`src/rtl/i2c_master_pkg.sv`:
```
// i2c_master_pkg: shared states, bit phases and constants for the I2C register master.
package i2c_master_pkg;
    typedef enum logic [3:0] {IDLE, START, DEVW, REGA, WDATA, RSTART, DEVR, RDATA, STOP} state_t;
    localparam logic [1:0] Q0 = 2'd0;
    localparam logic [1:0] Q1 = 2'd1;
    localparam logic [1:0] Q2 = 2'd2;
    localparam logic [1:0] Q3 = 2'd3;
    localparam logic RW_WRITE = 1'b0;
    localparam logic RW_READ = 1'b1;
    localparam int BITS_PER_BYTE = 8;
endpackage

```
`src/rtl/i2c_bit_timer.sv`:
```
// i2c_bit_timer: quarter-bit divider and phase counter, held cleared while idle.
module i2c_bit_timer
    import i2c_master_pkg::*;
#(
    parameter int CLK_DIV = 4,
    parameter int DIV_W = 8
) (
    input  logic       clk,
    input  logic       reset,
    input  logic       en,
    output logic       qtick,
    output logic [1:0] phase
);
    logic [DIV_W-1:0] div;

    assign qtick = en && div == DIV_W'(CLK_DIV - 1);

    always_ff @(posedge clk or negedge reset) begin
        if (!reset) begin
            div <= '0;
            phase <= Q0;
        end else if (!en) begin
            div <= '0;
            phase <= Q0;
        end else if (qtick) begin
            div <= '0;
            phase <= phase + 2'd1;
        end else begin
            div <= div + 1'b1;
        end
    end
endmodule

```
`src/rtl/i2c_reg_master.sv`:
```
// i2c_reg_master: single-byte I2C register write/read initiator driving open-drain SCL/SDA enables.
module i2c_reg_master
    import i2c_master_pkg::*;
#(
    parameter int CLK_DIV = 4,
    parameter int DIV_W = 8
) (
    input  logic       clk,
    input  logic       reset,
    input  logic       start,
    input  logic       rw,
    input  logic [6:0] dev_addr,
    input  logic [7:0] reg_addr,
    input  logic [7:0] wr_data,
    output logic       busy,
    output logic       done,
    output logic       ack_err,
    output logic [7:0] rd_data,
    output logic       scl_oe,
    output logic       sda_oe,
    input  logic       sda_i
);
    state_t state, state_n;
    logic qtick, q_end, fin, is_byte, ack_slot, tx_bit;
    logic [1:0] phase;
    logic [3:0] cnt;
    logic rw_q;
    logic [6:0] dev_q, sr;
    logic [7:0] reg_q, wd_q, tx;

    i2c_bit_timer #(.CLK_DIV(CLK_DIV), .DIV_W(DIV_W)) u_timer (
        .clk(clk),
        .reset(reset),
        .en(busy),
        .qtick(qtick),
        .phase(phase)
    );

    always_comb begin
        state_n = state;
        scl_oe = 1'b0;
        sda_oe = 1'b0;
        is_byte = state inside {DEVW, REGA, WDATA, DEVR, RDATA};
        ack_slot = cnt == 4'(BITS_PER_BYTE);
        q_end = qtick && phase == Q3;
        fin = state == STOP && q_end;
        // 8'hFF keeps SDA released for read data bits
        tx = state == DEVW ? {dev_q, 1'b0} : state == REGA ? reg_q : state == WDATA ? wd_q :
             state == DEVR ? {dev_q, 1'b1} : 8'hFF;
        tx_bit = ack_slot || tx[3'd7 - cnt[2:0]];
        case (state)
            IDLE: state_n = start ? START : IDLE;
            START, RSTART: begin
                scl_oe = (state == RSTART && phase == Q0) || phase == Q3;
                sda_oe = phase != Q0 && phase != Q1;
                if (q_end) state_n = state == START ? DEVW : DEVR;
            end
            STOP: begin
                scl_oe = phase == Q0;
                sda_oe = phase != Q3;
                if (q_end) state_n = IDLE;
            end
            default: begin
                scl_oe = phase == Q0 || phase == Q3;
                sda_oe = !tx_bit;
                if (q_end && ack_slot)
                    state_n = (ack_err || state == RDATA || state == WDATA) ? STOP :
                              state == DEVW ? REGA : state == DEVR ? RDATA :
                              rw_q == RW_WRITE ? WDATA : RSTART;
            end
        endcase
    end

    always_ff @(posedge clk or negedge reset) begin
        if (!reset) begin
            state <= IDLE;
            cnt <= '0;
            busy <= 1'b0;
            done <= 1'b0;
            ack_err <= 1'b0;
            rd_data <= '0;
            sr <= '0;
            rw_q <= RW_WRITE;
            dev_q <= '0;
            reg_q <= '0;
            wd_q <= '0;
        end else begin
            state <= state_n;
            done <= fin;
            if (start && !busy) begin
                busy <= 1'b1;
                ack_err <= 1'b0;
                rw_q <= rw;
                dev_q <= dev_addr;
                reg_q <= reg_addr;
                wd_q <= wr_data;
            end else if (fin) begin
                busy <= 1'b0;
            end
            if (is_byte && q_end) cnt <= ack_slot ? 4'd0 : cnt + 4'd1;
            if (is_byte && qtick && phase == Q2) begin
                if (ack_slot && state != RDATA && sda_i) ack_err <= 1'b1;
                if (!ack_slot && state == RDATA) begin
                    sr <= {sr[5:0], sda_i};
                    if (cnt == 4'd7) rd_data <= {sr, sda_i};
                end
            end
        end
    end
endmodule
```
`config.mk`:
```
export PLATFORM = sky130hd
export DESIGN_NAME = i2c_reg_master
export DESIGN_NICKNAME = d
export VERILOG_FILES = /design/src/rtl/i2c_master_pkg.sv /design/src/rtl/i2c_bit_timer.sv /design/src/rtl/i2c_reg_master.sv
export SDC_FILE = /design/constraint.sdc
export NUM_CORES = 1
export LEC_CHECK = 0
export CAP_MARGIN = 20
export CORE_ASPECT_RATIO = 1.5
export CORE_UTILIZATION = 42
export DETAILED_ROUTE_END_ITERATION = 16
export PLACE_DENSITY = 0.72
export SLEW_MARGIN = 20
export SYNTH_ARGS = -nofsm -noshare
export SYNTH_HDL_FRONTEND = slang
export SYNTH_SLANG_ARGS = --single-unit
```
`constraint.sdc`:
```
create_clock -name clk -period 6.2 [get_ports clk]
set_input_delay 1.24 -clock clk [delete_from_list [all_inputs] [get_ports clk]]
set_output_delay 1.24 -clock clk [all_outputs]
set_load 0.005 [all_outputs]
```
==> qor.txt <==
Layout Nets: 347
largest net degree at the start of global routing: 61
RSZ-0062 raised after global routing: false
Worst setup EP type: primary output
CTS tree: built
final instance area: 3630 sq um
Slew HR: 50.5%
Net Sw Power: 0.178 mW
share of synthesized flip-flops with an asynchronous set or reset: 100%
fmax: 244 MHz
most frequent cells in the layout: dfrtp_1, clkdlybuf4s50_1, mux2_2
Synth Flop Type: dfrtp_1
Max FO, Critical Path: 22
Filler Cells Inserted: 629
Switching Fraction: 23.6%
Slew Limit Fails: 0
crit path DAT: 2860 ps
Final min period: 4100 ps
Post-synth EDFFs: 0
worst skew pair latency: 350 ps
worst hold path class: flip-flop to flip-flop
Avg WL per Cell: 15.4 um
hold violation count in the final report: 0
post-synthesis cell area: 2990 sq um
cts hold-fix bufs: 0
met2 routed WL: 3.14 mm
TritonCTS buffer count: 9
DR vias: 2,213
Pint: 0.577 mW
Sinks on Clock Net: 60
Yosys warning total: 0
initial core utilization: 43.6%
# DRC: 0
total routed wirelength: 6.07 mm
clk slew on worst S/H paths: 70 ps
vias per std cell: 5.60
Clk pwr share: 41.5%
first-pass GRT wire length: 10.6 mm
gpl congestion: 0.849
multi-input logic area: 1400 sq um
DP HPWL: 4.39 mm
# IOs: 41
chip width: 70.9 um
htree depth: 3
Routed Antenna Nets: 0
FF-to-FF setup slack: 3630 ps
Buffers on Ports: 40
Highest Signal Layer: met4
most common cell after layout, fill and taps aside: dfrtp_1
global route overflow: 0
die extent in y: 105 um
Worst EP required: 4960 ps
Max Clock Skew: 7.61 ps
PostCTS Resize Cnt: 0
combinational share of power: 5.0%
library cells used by synthesis: 49
pwr/cell area: 208 nW/um^2
period utilization: 66.1%
# diodes: 0
setup bufs post-CTS: 0
Longest Clk Path Bufs: 2
Post-Route Setup TNS: 0 ps
Gate Count Post-Synth: 272
synthesized flop and latch total: 60
met3 wire length: 203 um
crit path kind: flip-flop to primary output
Max-cap violations: 0
FF/Latch Area: 1500 sq um
initial antenna violation count: 0
outcome: finished clean
Sequential Power Share: 53.5%
Net Count, Synth: 307
Clock Tree Root: clkbuf_8
vias in the first global route: 2,266
die footprint: 7460 sq um
WHS Path Cells: 1
Synth-to-Final Area Change: 21.4%
initial drt markers: 105
Met1 Routed Length: 2.55 mm
Post-DP Area: 3450 sq um
Slew @ Worst Pin: 743 ps
Leak: 1.59 nW
post-synthesis average cell area: 11.0 sq um
layout cell share with drive strength beyond 1: 20.8%
post-synthesis sequential area ratio: 50.3%
total core area: 6850 sq um
Global Route Usage Sum: 18.6%
Setup Viol. Count Final: 0
Critical Path Start Type: flip-flop
Placement Rows: 37
worst r2r path cells: 6
1st-pass router iterations: 6
maximum VDD drop: 0.207 mV
-- worst max-delay path: stages, from the launching register on --
cell	delay [ps]
dfrtp_1	740
or4b_2	650
o21ai_0	190
a21oi_1	60
o211ai_1	180
a41o_1	190
clkdlybuf4s50_1	500
-- layout make-up --
cell class / instances / area share, %
timing repair buffer: 41 / 11.1
clock buffer: 10 / 3.79
sequential: 60 / 41.4
inverter: 12 / 1.24
tap: 78 / 2.69
clock inverter: 6 / 1.10
multi-input combinational: 188 / 38.7
-- power by group through the flow --
stage | clock network (mW) | registers (mW) | logic, mW
2_1_floorplan | 0 | 0.410 | 0.0109
3_3_place_gp | 0 | 0.411 | 0.0377
3_5_place_dp | 0 | 0.411 | 0.0388
4_1_cts | 0.320 | 0.404 | 0.0389
5_1_grt | 0.339 | 0.405 | 0.0424
6_report | 0.313 | 0.404 | 0.0379
-- metrics by stage --
step / setup slack (ps) / hold WS, ps / power [mW] / utilization, % / instances
after global routing: 1890 / 523 / 0.786 / 52.9 / 395
after detailed placement: 2470 / 493 / 0.450 / 50.3 / 379
after floorplan: 3190 / 466 / 0.421 / - / 272
after CTS: 2080 / 507 / 0.763 / 52.9 / 395
after global placement: 2540 / 490 / 0.449 / 50.3 / 379
final: 2100 / 499 / 0.755 / 52.9 / 395
-- final timing paths --
kind / from / endpoint
worst max-delay path: state[2] / sda_oe
worst min-delay path: wd_q[3] / wd_q[3]
worst max register to register: u_timer.div[0] / rd_data[6]
worst min register to register: wd_q[3] / wd_q[3]
max in group asynchronous: reset / reg_q[0]
min in group asynchronous: reset / dev_q[4]
-- logic make-up after synthesis --
group                    after synthesis  synth area share, %
multiplexers                          42                 15.7
AND/OR/NAND/NOR                       77                 14.4
buffers and inverters                 24                 3.02
adder cells (fa/ha/maj)                7                 2.93
flip-flops                            60                 50.3
XOR/XNOR                               7                 2.05
AO/OA/AOI/OAI                         55                 11.7
-- flip-flops by register name, summed over array words and instances (netlist names) --
register and flops:
wd_q 8, done 1, rd_data 8, sr 7, busy 1, state 4
rw_q 1, reg_q 8, u_timer.div 8, dev_q 7, cnt 4, ack_err 1
u_timer.phase 2
-- synthesized netlist by cell type (all sizes together), types with 2 or more instances --
cell,count,area [sq um]
a21o,2,15.0
a21oi,7,35.0
a221oi,2,17.5
a22oi,2,15.0
and3,3,21.3
clkbuf,12,45.0
dfrtp,60,1500
ha,7,87.6
inv,12,45.0
mux2,38,428
mux2i,4,40.0
nand2,16,62.6
nand2b,2,12.5
nand3,6,30.0
nor2,23,88.8
nor2b,4,25.0
nor3,7,46.3
nor3b,2,15.0
nor4,4,25.0
nor4b,2,32.5
o211ai,3,22.5
o21a,2,15.0
o21ai,22,110
o21bai,2,15.0
o22ai,4,25.0
or4,2,18.8
xnor2,2,17.5
xor2,5,43.8
-- per-layer routing --
layer | track usage, % | vias up
met5 | 0 | -
met3 | 5.35 | 17
met2 | 31.0 | 45
met4 | 8.43 | 0
met1 | 22.1 | 1092
li1 | - | 1059
Note: power is estimated with default switching activity, not from simulation.
